**config.mk**
```make
export PLATFORM = sky130hd
export DESIGN_NAME = gpu_csr_bank_flat
export DESIGN_NICKNAME = d
export VERILOG_FILES = /design/src/rtl/gpu_pkg.sv /design/src/rtl/gpu_csr_bank_if.sv /design/src/rtl/gpu_kick_fsm.sv /design/src/rtl/gpu_csr_bank.sv /design/src/flat_wrapper.sv
export SDC_FILE = /design/constraint.sdc
export NUM_CORES = 2
export LEC_CHECK = 0
export CAP_MARGIN = 25
export CORE_AREA = 2 2 452 409
export CTS_CLUSTER_DIAMETER = 30
export CTS_CLUSTER_SIZE = 24
export DETAILED_ROUTE_END_ITERATION = 16
export DIE_AREA = 0 0 454 411
export PLACE_DENSITY = 0.77
export REMOVE_ABC_BUFFERS = 1
export SLEW_MARGIN = 20
export SYNTH_ARGS = -nofsm -noshare
export SYNTH_HDL_FRONTEND = slang
export SYNTH_SLANG_ARGS = --single-unit
export TNS_END_PERCENT = 30
```
**constraint.sdc**
```tcl
create_clock -name clock -period 76.6 [get_ports clock]
set_input_delay 11.49 -clock clock [delete_from_list [all_inputs] [get_ports clock]]
set_output_delay 11.49 -clock clock [all_outputs]
set_load 0.005 [all_outputs]
```
**src/rtl/gpu_pkg.sv**
```systemverilog
// Shared types and address constants for the voxel GPU control/status register bank.
package gpu_pkg;

    typedef struct packed {
        logic [31:0] x;
        logic [31:0] y;
        logic [31:0] z;
    } vec3_t;

    typedef struct packed {
        vec3_t pos;
        vec3_t look0;
        vec3_t look1;
        vec3_t look2;
        vec3_t look3;
    } camera_t;

    typedef enum logic [1:0] {
        IDLE  = 2'd0,
        START = 2'd1,
        BUSY  = 2'd2
    } csr_state_t;

    localparam logic [7:0] ADDR_PIXEL      = 8'h00;
    localparam logic [7:0] ADDR_VOXEL      = 8'h01;
    localparam logic [7:0] ADDR_VOXEL_CNT  = 8'h02;
    localparam logic [7:0] ADDR_PALETTE    = 8'h03;
    localparam logic [7:0] ADDR_PAL_LEN    = 8'h04;
    localparam logic [7:0] ADDR_CAM_SEL    = 8'h05;
    localparam logic [7:0] ADDR_IRQ_EN     = 8'h06;
    localparam logic [7:0] ADDR_STATUS     = 8'h0E;
    localparam logic [7:0] ADDR_CTRL       = 8'h0F;
    localparam logic [7:0] CAM_BASE        = 8'h10;
    localparam int         CAM_STRIDE      = 16;
    localparam int         CAM_FIELDS      = 15;

    // Word k of a camera slot is field k in pos.xyz, look0.xyz .. look3.xyz order.
    typedef logic [CAM_FIELDS-1:0][31:0] cam_words_t;

    function automatic camera_t words_to_cam(input cam_words_t w);
        cam_words_t f;
        for (int k = 0; k < CAM_FIELDS; k++) begin
            f[CAM_FIELDS-1-k] = w[k];
        end
        return camera_t'(f);
    endfunction

endpackage

```
**src/rtl/gpu_csr_bank_if.sv**
```systemverilog
// Avalon-MM slave port of the GPU register bank: zero-wait-state writes, combinational reads.
interface gpu_csr_bank_if;
    logic [7:0]  s1_address;
    logic [31:0] s1_writedata;
    logic        s1_write;
    logic [31:0] s1_readdata;
    logic        s1_waitrequest;

    modport master (
        output s1_address, s1_writedata, s1_write,
        input  s1_readdata, s1_waitrequest
    );

    modport slave (
        input  s1_address, s1_writedata, s1_write,
        output s1_readdata, s1_waitrequest
    );
endinterface

```
**src/rtl/gpu_kick_fsm.sv**
```systemverilog
// Render kick sequencer: IDLE/START/BUSY FSM with a one-deep kick queue,
// frame counter and sticky completion flag.
module gpu_kick_fsm
    import gpu_pkg::*;
#(
    parameter int FRAME_BITS = 16
) (
    input  logic                  clock,
    input  logic                  reset,
    input  logic                  kick,
    input  logic                  clear_irq,
    input  logic                  render_done,
    output logic                  render_start,
    output logic                  busy,
    output logic                  kick_pending,
    output logic                  irq_pending,
    output logic [FRAME_BITS-1:0] frame_count
);

    csr_state_t            state_q, state_d;
    logic                  pend_q, pend_d;
    logic                  irqp_q, irqp_d;
    logic [FRAME_BITS-1:0] frame_q, frame_d;

    always_ff @(posedge clock or posedge reset) begin
        if (reset) begin
            state_q <= IDLE;
            pend_q  <= 1'b0;
            irqp_q  <= 1'b0;
            frame_q <= '0;
        end else begin
            state_q <= state_d;
            pend_q  <= pend_d;
            irqp_q  <= irqp_d;
            frame_q <= frame_d;
        end
    end

    always_comb begin
        state_d      = state_q;
        pend_d       = pend_q;
        irqp_d       = irqp_q;
        frame_d      = frame_q;
        render_start = 1'b0;

        // Clear is applied first so a completion in the same cycle wins.
        if (clear_irq) begin
            irqp_d = 1'b0;
        end

        case (state_q)
            IDLE: begin
                if (kick) begin
                    state_d = START;
                end
            end
            START: begin
                render_start = 1'b1;
                state_d      = BUSY;
                if (kick) begin
                    pend_d = 1'b1;
                end
            end
            BUSY: begin
                if (render_done) begin
                    frame_d = frame_q + FRAME_BITS'(1);
                    irqp_d  = 1'b1;
                    pend_d  = 1'b0;
                    state_d = (pend_q || kick) ? START : IDLE;
                end else if (kick) begin
                    pend_d = 1'b1;
                end
            end
            default: begin
                state_d = IDLE;
            end
        endcase
    end

    assign busy         = (state_q != IDLE);
    assign kick_pending = pend_q;
    assign irq_pending  = irqp_q;
    assign frame_count  = frame_q;

endmodule

```
**src/rtl/gpu_csr_bank.sv**
```systemverilog
// Control/status register bank for the voxel GPU: N camera slots, render kick sequencing,
// frame counter and maskable sticky interrupt. GPU_CSR_SHADOW_EN adds shadowed cfg_* outputs.
module gpu_csr_bank
    import gpu_pkg::*;
#(
    parameter logic [31:0] DEFAULT_BUFFER = 32'h0800_0000,
    parameter int          NUM_CAMERAS    = 4,
    parameter int          FRAME_BITS     = 16
) (
    input  logic          clock,
    input  logic          reset,
    gpu_csr_bank_if.slave s1,
    output logic          irq,
    output logic          render_start,
    input  logic          render_done,
    output logic [31:0]   cfg_pixel_buffer,
    output logic [31:0]   cfg_voxel_buffer,
    output logic [31:0]   cfg_voxel_count,
    output logic [31:0]   cfg_palette_buffer,
    output logic [31:0]   cfg_palette_length,
    output camera_t       cfg_cam
);

    logic [31:0] pixel_q,   pixel_d;
    logic [31:0] voxel_q,   voxel_d;
    logic [31:0] vcount_q,  vcount_d;
    logic [31:0] pal_q,     pal_d;
    logic [31:0] pal_len_q, pal_len_d;
    logic [3:0]  cam_sel_q, cam_sel_d;
    logic        irq_en_q,  irq_en_d;
    logic        irq_q;
    cam_words_t  cam_q [NUM_CAMERAS];
    cam_words_t  cam_d [NUM_CAMERAS];

    logic [7:0]  addr;
    logic [31:0] wdata;
    logic [31:0] rdata;
    logic [7:0]  cam_off;
    logic [3:0]  cam_idx;
    logic [3:0]  cam_fld;
    logic        cam_hit;
    logic        cfg_wr_ok;
    logic        kick;
    logic        clear_irq;
    logic        busy;
    logic        kick_pending;
    logic        irq_pending;
    logic [FRAME_BITS-1:0] frame_count;
    camera_t     live_cam;

    assign addr  = s1.s1_address;
    assign wdata = s1.s1_writedata;

    assign cam_off = addr - CAM_BASE;
    assign cam_idx = 4'(cam_off / 8'(CAM_STRIDE));
    assign cam_fld = 4'(cam_off % 8'(CAM_STRIDE));
    assign cam_hit = (addr >= CAM_BASE) && (int'(cam_idx) < NUM_CAMERAS)
                     && (int'(cam_fld) < CAM_FIELDS);

    assign kick      = s1.s1_write && (addr == ADDR_CTRL) && wdata[0];
    assign clear_irq = s1.s1_write && (addr == ADDR_CTRL) && wdata[1];

`ifdef GPU_CSR_SHADOW_EN
    assign cfg_wr_ok = 1'b1;
`else
    // Without shadows the core reads live registers, so they are frozen while a frame runs.
    assign cfg_wr_ok = !busy;
`endif

    gpu_kick_fsm #(
        .FRAME_BITS (FRAME_BITS)
    ) u_kick_fsm (
        .clock        (clock),
        .reset        (reset),
        .kick         (kick),
        .clear_irq    (clear_irq),
        .render_done  (render_done),
        .render_start (render_start),
        .busy         (busy),
        .kick_pending (kick_pending),
        .irq_pending  (irq_pending),
        .frame_count  (frame_count)
    );

    always_comb begin
        pixel_d   = pixel_q;
        voxel_d   = voxel_q;
        vcount_d  = vcount_q;
        pal_d     = pal_q;
        pal_len_d = pal_len_q;
        cam_sel_d = cam_sel_q;
        irq_en_d  = irq_en_q;
        cam_d     = cam_q;

        if (s1.s1_write) begin
            if (cfg_wr_ok) begin
                case (addr)
                    ADDR_PIXEL:     pixel_d   = wdata;
                    ADDR_VOXEL:     voxel_d   = wdata;
                    ADDR_VOXEL_CNT: vcount_d  = wdata;
                    ADDR_PALETTE:   pal_d     = wdata;
                    ADDR_PAL_LEN:   pal_len_d = wdata;
                    ADDR_CAM_SEL: begin
                        if (wdata < 32'(NUM_CAMERAS)) begin
                            cam_sel_d = wdata[3:0];
                        end
                    end
                    default: ;
                endcase
                if (cam_hit) begin
                    for (int c = 0; c < NUM_CAMERAS; c++) begin
                        if (int'(cam_idx) == c) begin
                            cam_d[c][cam_fld] = wdata;
                        end
                    end
                end
            end
            if (addr == ADDR_IRQ_EN) begin
                irq_en_d = wdata[0];
            end
        end
    end

    always_ff @(posedge clock or posedge reset) begin
        if (reset) begin
            pixel_q   <= DEFAULT_BUFFER;
            voxel_q   <= '0;
            vcount_q  <= '0;
            pal_q     <= '0;
            pal_len_q <= '0;
            cam_sel_q <= '0;
            irq_en_q  <= 1'b0;
            irq_q     <= 1'b0;
            for (int c = 0; c < NUM_CAMERAS; c++) begin
                cam_q[c] <= '0;
            end
        end else begin
            pixel_q   <= pixel_d;
            voxel_q   <= voxel_d;
            vcount_q  <= vcount_d;
            pal_q     <= pal_d;
            pal_len_q <= pal_len_d;
            cam_sel_q <= cam_sel_d;
            irq_en_q  <= irq_en_d;
            irq_q     <= irq_pending & irq_en_q;
            for (int c = 0; c < NUM_CAMERAS; c++) begin
                cam_q[c] <= cam_d[c];
            end
        end
    end

    always_comb begin
        live_cam = '0;
        for (int c = 0; c < NUM_CAMERAS; c++) begin
            if (int'(cam_sel_q) == c) begin
                live_cam = words_to_cam(cam_q[c]);
            end
        end
    end

`ifdef GPU_CSR_SHADOW_EN
    logic [31:0] pixel_s_q;
    logic [31:0] voxel_s_q;
    logic [31:0] vcount_s_q;
    logic [31:0] pal_s_q;
    logic [31:0] pal_len_s_q;
    camera_t     cam_s_q;

    // render_start marks the START cycle, so this captures on the START->BUSY edge.
    always_ff @(posedge clock or posedge reset) begin
        if (reset) begin
            pixel_s_q   <= '0;
            voxel_s_q   <= '0;
            vcount_s_q  <= '0;
            pal_s_q     <= '0;
            pal_len_s_q <= '0;
            cam_s_q     <= '0;
        end else if (render_start) begin
            pixel_s_q   <= pixel_q;
            voxel_s_q   <= voxel_q;
            vcount_s_q  <= vcount_q;
            pal_s_q     <= pal_q;
            pal_len_s_q <= pal_len_q;
            cam_s_q     <= live_cam;
        end
    end

    assign cfg_pixel_buffer   = pixel_s_q;
    assign cfg_voxel_buffer   = voxel_s_q;
    assign cfg_voxel_count    = vcount_s_q;
    assign cfg_palette_buffer = pal_s_q;
    assign cfg_palette_length = pal_len_s_q;
    assign cfg_cam            = cam_s_q;
`else
    assign cfg_pixel_buffer   = pixel_q;
    assign cfg_voxel_buffer   = voxel_q;
    assign cfg_voxel_count    = vcount_q;
    assign cfg_palette_buffer = pal_q;
    assign cfg_palette_length = pal_len_q;
    assign cfg_cam            = live_cam;
`endif

    always_comb begin
        rdata = '0;
        case (addr)
            ADDR_PIXEL:     rdata = pixel_q;
            ADDR_VOXEL:     rdata = voxel_q;
            ADDR_VOXEL_CNT: rdata = vcount_q;
            ADDR_PALETTE:   rdata = pal_q;
            ADDR_PAL_LEN:   rdata = pal_len_q;
            ADDR_CAM_SEL:   rdata = {28'd0, cam_sel_q};
            ADDR_IRQ_EN:    rdata = {31'd0, irq_en_q};
            ADDR_STATUS:    rdata = {16'(frame_count), 13'd0, kick_pending, irq_pending, busy};
            default:        rdata = '0;
        endcase
        if (cam_hit) begin
            for (int c = 0; c < NUM_CAMERAS; c++) begin
                if (int'(cam_idx) == c) begin
                    rdata = cam_q[c][cam_fld];
                end
            end
        end
    end

    assign s1.s1_readdata    = rdata;
    assign s1.s1_waitrequest = 1'b0;
    assign irq               = irq_q;

endmodule
```
**src/flat_wrapper.sv**
```systemverilog
// flat-port wrapper written by rule: the top's interface ports become plain ports
module gpu_csr_bank_flat import gpu_pkg::*;
#(
    parameter logic [31:0] DEFAULT_BUFFER = 32'h0800_0000,
    parameter int          NUM_CAMERAS    = 4,
    parameter int          FRAME_BITS     = 16
)
  (clock, reset, irq, render_start, render_done, cfg_pixel_buffer, cfg_voxel_buffer, cfg_voxel_count, cfg_palette_buffer, cfg_palette_length, cfg_cam, s1_s1_address, s1_s1_writedata, s1_s1_write, s1_s1_readdata, s1_s1_waitrequest);
  gpu_csr_bank_if s1_i ();
  input  logic clock;
  input  logic reset;
  output logic irq;
  output logic render_start;
  input  logic render_done;
  output logic [31:0] cfg_pixel_buffer;
  output logic [31:0] cfg_voxel_buffer;
  output logic [31:0] cfg_voxel_count;
  output logic [31:0] cfg_palette_buffer;
  output logic [31:0] cfg_palette_length;
  output camera_t cfg_cam;
  input wire logic [$bits(s1_i.s1_address)-1:0] s1_s1_address;
  input wire logic [$bits(s1_i.s1_writedata)-1:0] s1_s1_writedata;
  input wire logic [$bits(s1_i.s1_write)-1:0] s1_s1_write;
  output wire logic [$bits(s1_i.s1_readdata)-1:0] s1_s1_readdata;
  output wire logic [$bits(s1_i.s1_waitrequest)-1:0] s1_s1_waitrequest;
  assign s1_i.s1_address = s1_s1_address;
  assign s1_i.s1_writedata = s1_s1_writedata;
  assign s1_i.s1_write = s1_s1_write;
  assign s1_s1_readdata = s1_i.s1_readdata;
  assign s1_s1_waitrequest = s1_i.s1_waitrequest;
  gpu_csr_bank #(.DEFAULT_BUFFER(DEFAULT_BUFFER), .NUM_CAMERAS(NUM_CAMERAS), .FRAME_BITS(FRAME_BITS)) u_core (.clock(clock), .reset(reset), .s1(s1_i), .irq(irq), .render_start(render_start), .render_done(render_done), .cfg_pixel_buffer(cfg_pixel_buffer), .cfg_voxel_buffer(cfg_voxel_buffer), .cfg_voxel_count(cfg_voxel_count), .cfg_palette_buffer(cfg_palette_buffer), .cfg_palette_length(cfg_palette_length), .cfg_cam(cfg_cam));
endmodule
```
Yosys cells after proc, flatten, opt, wreduce, memory -nomap -nowiden
Index checks and enable logic that the tools add are counted.
{"block": "word_totals", "reg_bits": 2106, "in_bits": 44, "output_inout_bits": 675, "wordCells": 161}
{"block": "op_classes", "addsub": 2, "n_lt_le_gt_ge": 6, "eq_ne": 18, "mux": 35, "n_bitwise": 2, "n_reduce_logical": 26}
{"cell": "$bwmux 480", "n": 4}
{"cell": "$mux 480", "n": 4}
{"cell": "$bmux 32 s4", "n": 4}
{"cell": "$mux 32", "n": 10}
{"cell": "$pmux 32 s8", "n": 1}
{"cell": "$demux 32 s4", "n": 1}
{"cell": "$lt 32x3->1 const B", "n": 1}
{"cell": "$eq 8x3->1 const B", "n": 3}
{"cell": "$reduce_and 4->1", "n": 5}
{"cell": "$add 16x1->16 const B", "n": 1}
{"cell": "$eq 4x3->1 const B", "n": 4}
{"cell": "$eq 8x2->1 const B", "n": 2}
{"cell": "$eq 8x4->1 const B", "n": 2}
{"cell": "$reduce_and 3->1", "n": 5}
{"cell": "$eq 4x2->1 const B", "n": 2}
{"cell": "$eq 8x1->1 const B", "n": 1}
{"cell": "$ge 8x5->1 const B", "n": 1}
{"cell": "$logic_not 4->1", "n": 2}
{"cell": "$logic_not 8->1", "n": 1}
{"cell": "$sub 8x5->8 const B", "n": 1}
{"cell": "$mux 1", "n": 7}
{"cell": "$logic_and 1x1->1", "n": 6}
{"cell": "$pmux 2 s3", "n": 1}
{"cell": "$reduce_and 2->1", "n": 3}
{"cell": "other kinds (14)", "n": 17}

Longest topological paths before layout
{"block": "logic_depth", "depth_word": 8, "ltp_mapped": 12, "depth_no_buf": 8}

Hierarchy
A second synthesis with hierarchy kept.
{"block": "hier_totals", "cells_unflattened": 8294, "hier_area_um2": 108150.0}
{"mod": "gpu_csr_bank", "n_inst": 1, "cells_per_inst": 8210, "area_each_um2": 107176.5, "seq_area_each_um2": 52201.3}
{"mod": "gpu_kick_fsm", "n_inst": 1, "cells_per_inst": 84, "area_each_um2": 973.4, "seq_area_each_um2": 500.5}

Worst setup path before layout
No wires, ideal clock.
{"block": "synth_timing", "path_kind": "input-to-output", "start": "input s1_s1_address[0]", "end": "output s1_s1_readdata[29]", "arrival_ns": 13.349, "required_time_ns": 65.110, "path_slack_ns": 51.761, "path_stages": 8, "n_path_buf": 4, "path_cell_list": "buf_6 > buf_6 > buf_4 > buf_2 > mux4_2 > a221oi_1 > o21ai_0 > a31o_2"}
{"block": "synth_via", "elab_chain_len": 8, "elab_cells_between_ends": 32, "classes_between": "add/sub (1); order compare (3); eq/ne (10); mux (14); reduce/logical (4)"}
{"item": "from (decl)", "line": "flat_wrapper.sv:21", "rtl": "input wire logic [$bits(s1_i.s1_address)-1:0] s1_s1_address;"}
{"item": "$sub 8x5->8", "line": "gpu_csr_bank.sv:54", "rtl": "assign cam_off = addr - CAM_BASE;"}
{"item": "$bmux 32 s4", "line": "gpu_csr_bank.sv:219", "rtl": "rdata = cam_q[c][cam_fld];"}
{"item": "$mux 32 (not written as such)", "line": "gpu_csr_bank.sv:219"}
{"item": "$mux 32 (4 in series)", "line": "gpu_csr_bank.sv:218", "rtl": "if (int'(cam_idx) == c) begin"}
{"item": "$mux 32 (*)", "line": "gpu_csr_bank.sv:216", "rtl": "if (cam_hit) begin"}
{"item": "to (decl)", "line": "flat_wrapper.sv:24", "rtl": "output wire logic [$bits(s1_i.s1_readdata)-1:0] s1_s1_readdata;"}
Every way passes the cells marked *; elsewhere a longest branch is shown, timed or not. The select of a mux whose other input is x is not followed.

Worst setup path in the final report
{"block": "layout_timing", "start": "input s1_s1_address[2]", "end": "output s1_s1_readdata[11]"}
Same word-level chain as after synthesis.

==> run metrics <==
outcome completed; boundary pin count 719; RSZ-0062 raised after global routing no; Sequential Power Share 35.4%; critical path startpoint category input port; Critical Path End Type output pin; global-route wire length before repair 655 mm; Switching Share 24.6%; CTS tree done; share of layout cells above drive strength 1 38.9%; # hold bufs at CTS 0; Worst EP arrival 17.18 ns; reg2reg path depth 7; DRT Wirelength 471 mm; P_int 0.00253 W; Clock power frac 58.2%; FFs w/ async S/R, synth 100%; length of the first detailed-routing pass in iterations 8; Synth top area share 48.5%; largest buffer count on any clock path 4; hold depth 1; most common cell after layout, fill and taps aside dfrtp_1; critical path class input port to output pin; post-layout min period 28.67 ns; DR WL/cell 40.9 microns; die area 0.187 sq mm; vias in the first global route 85800; Gate Count Post-Synth 8212; Slew HR 11.9%; Worst Skew 0.0564 ns; gr usage total 49.6%; Final setup viols 0; Yosys warning count 0; Post-Synthesis Cell Area 0.109 sq mm; PD cells 25.3 mW/mm^2; combinational power share 6.4%; setup_tns 0 ns; Required @ worst endpoint 65.11 ns; DRT iter0 DRCs 16000; detailed-route via count 88200; Final Hold Fails 0; Fin Hold WS 0.480 ns; Highest Clock Rate 34.9 MHz; FF+latch count, synth 2106; IO Port Bufs 717; top post-synthesis cells by area dfrtp_1, mux2_2, mux4_2; ys flop type dfrtp_1; H-Tree Level Count 5; cts bufs inserted 436; switching power 0.000824 W; Initial Util 59.6%; Post-synth EDFFs 0; final core utilization 72.8%; # Post-CTS Setup Buffers 0; count of pins over their slew limit 0; # Max-Cap Violations 0; Hold Path Class flop to flop; post_cts resized 0; largest net degree at the start of global routing 177; total gr overflow 0; worst skew pair latency 1.05 ns; post-synth top area cell dfrtp_1; initial antenna violation count 51; DP Wirelength 286 mm; Final GP Congestion 1.00; Final #Nets 8790; Rows 149; most frequent cells in the layout dfrtp_1, mux2_2, clkdlybuf4s50_1; Routed Antenna Nets 0; Clock Tree Root clkbuf_16; DRC errors left 0; CORE AREA 0.182 sq mm; post-synthesis sequential area ratio 48.6%; standby leakage power 58.8 nW; Final Non-Filler Cells 11500; worst-margin pin slew 1.32 ns; syn_area_per_cell 13.2 sq um; final worst path period share 37.4%; die height 411 microns; Peak VDD IR 30.2 uV; Cells after DPL 10700; synthesis-to-layout area growth 22.2%; Die X 454 microns; Max FO, Critical Path 39; Synth cell types 85; CTS sink cnt 2106; via-per-instance ratio 7.65; Worst-path clk slew 0.05 ns
power by group through the flow:
| stage | logic (W) | registers [W] | clock network (W) |
|---|---|---|---|
| 2_1_floorplan | 0.0000995 | 0.00119 | 0 |
| 3_3_place_gp | 0.000200 | 0.00120 | 0 |
| 3_5_place_dp | 0.000204 | 0.00120 | 0 |
| 4_1_cts | 0.000206 | 0.00118 | 0.00194 |
| 5_1_grt | 0.000223 | 0.00119 | 0.00200 |
| 6_report | 0.000216 | 0.00119 | 0.00195 |
area by class of cell:
type / count / area, sq um
multi-input cells: 5199 / 52200
inverters: 22 / 97.6
diodes: 25 / 62.6
well taps: 2416 / 3020
flip-flops and latches: 2106 / 52700
repair buffers: 976 / 9460
clock buffers: 529 / 11800
clock inverters: 256 / 3260
fillers: 11600 / 49500
routing by layer:
layer | up-vias | share of wire, % | track usage (%)
met5 | - | 0.15 | 1.23
met4 | 48 | 11 | 42.6
met3 | 2509 | 16 | 24.2
met2 | 8466 | 40 | 66.0
met1 | 44800 | 33 | 59.7
li1 | 32400 | - | -
worst max-delay path: stages:
cell and delay [ns]:
buf_4 0.38, buf_4 0.79, buf_4 0.75, nand2_2 0.95, nor2_1 1.21, a221o_1 0.36, a31oi_1 0.06, o21ai_1 0.47
clkdlybuf4s50_1 0.60
kinds of logic after synthesis:
family                   Yosys count  share of synthesized area [%]
other                              1                        0.00346
AO/OA/AOI/OAI                   1549                           9.42
AND/OR/NAND/NOR                  491                           2.23
multiplexers                    3138                           35.7
adder cells (fa/ha/maj)            5                         0.0576
XOR/XNOR                          15                          0.121
flip-flops                      2106                           48.6
buffers and inverters            907                           3.88
flip-flops by register name, indices dropped and copies added, names as in the netlist, 2 cells and up:
| signal | count |
|---|---|
| u_core.cam_q | 1920 |
| u_core.cam_sel_q | 4 |
| u_core.cfg_palette_buffer | 32 |
| u_core.cfg_palette_length | 32 |
| u_core.cfg_pixel_buffer | 32 |
| u_core.cfg_voxel_buffer | 32 |
| u_core.cfg_voxel_count | 32 |
| u_core.u_kick_fsm.frame_count | 16 |
| u_core.u_kick_fsm.state_q | 2 |
metrics by stage:
| stage | setup slack, ns | total power, W | instance area, sq um |
|---|---|---|---|
| after floorplan | -39.39 | 0.00129 | 104000 |
| after global placement | 48.54 | 0.00140 | 117000 |
| after detailed placement | 48.56 | 0.00140 | 117000 |
| after CTS | 48.52 | 0.00333 | 132000 |
| after global routing | 48.28 | 0.00341 | 133000 |
| final | 47.93 | 0.00335 | 133000 |
synthesized netlist by cell type, types with 5 or more instances:
library cell  number
dfrtp_1         2105
mux2_2          2002
mux2i_1          667
clkbuf_1         509
o21ai_0          497
a22oi_1          481
mux4_2           379
buf_2            250
a21oi_1          206
nand2_1          189
a221oi_1         139
nor2_1           106
mux2_1            90
buf_4             71
nand3_1           42
buf_6             27
buf_1             26
nor3_1            25
o211ai_1          25
nor2_2            23
inv_1             20
o22ai_1           20
a221o_1           18
a22o_1            18
a31oi_1           16
o221ai_1          15
and3_1            14
nor3_2            13
nor4_1            13
a2111oi_0         12
and2_1            12
nand4_1           12
o2bb2ai_1         12
o31ai_1           12
a222oi_1          10
nor2b_1           10
a211oi_1           9
a41o_1             9
xnor2_1            9
o2111ai_1          8
xor2_1             6
a2bb2oi_1          5
ha_1               5
worst paths after layout:
kind	from	to	slack, ns
setup / recovery	s1_s1_address[2]	s1_s1_readdata[11]	47.93
hold / removal	u_core.u_kick_fsm.frame_count[15]$_DFFE_PP0P_	u_core.u_kick_fsm.frame_count[15]$_DFFE_PP0P_	0.48
setup reg to reg	u_core.u_kick_fsm.state_q[1]$_DFFE_PP0P_	u_core.cam_q[828]$_DFFE_PP0P_	72.12
hold reg to reg	u_core.u_kick_fsm.frame_count[15]$_DFFE_PP0P_	u_core.u_kick_fsm.frame_count[15]$_DFFE_PP0P_	0.48
max in group asynchronous	reset	u_core.cam_q[1258]$_DFFE_PP0P_	61.51
min in group asynchronous	reset	u_core.cam_q[1047]$_DFFE_PP0P_	11.06
(Power assumes the default switching activity.)
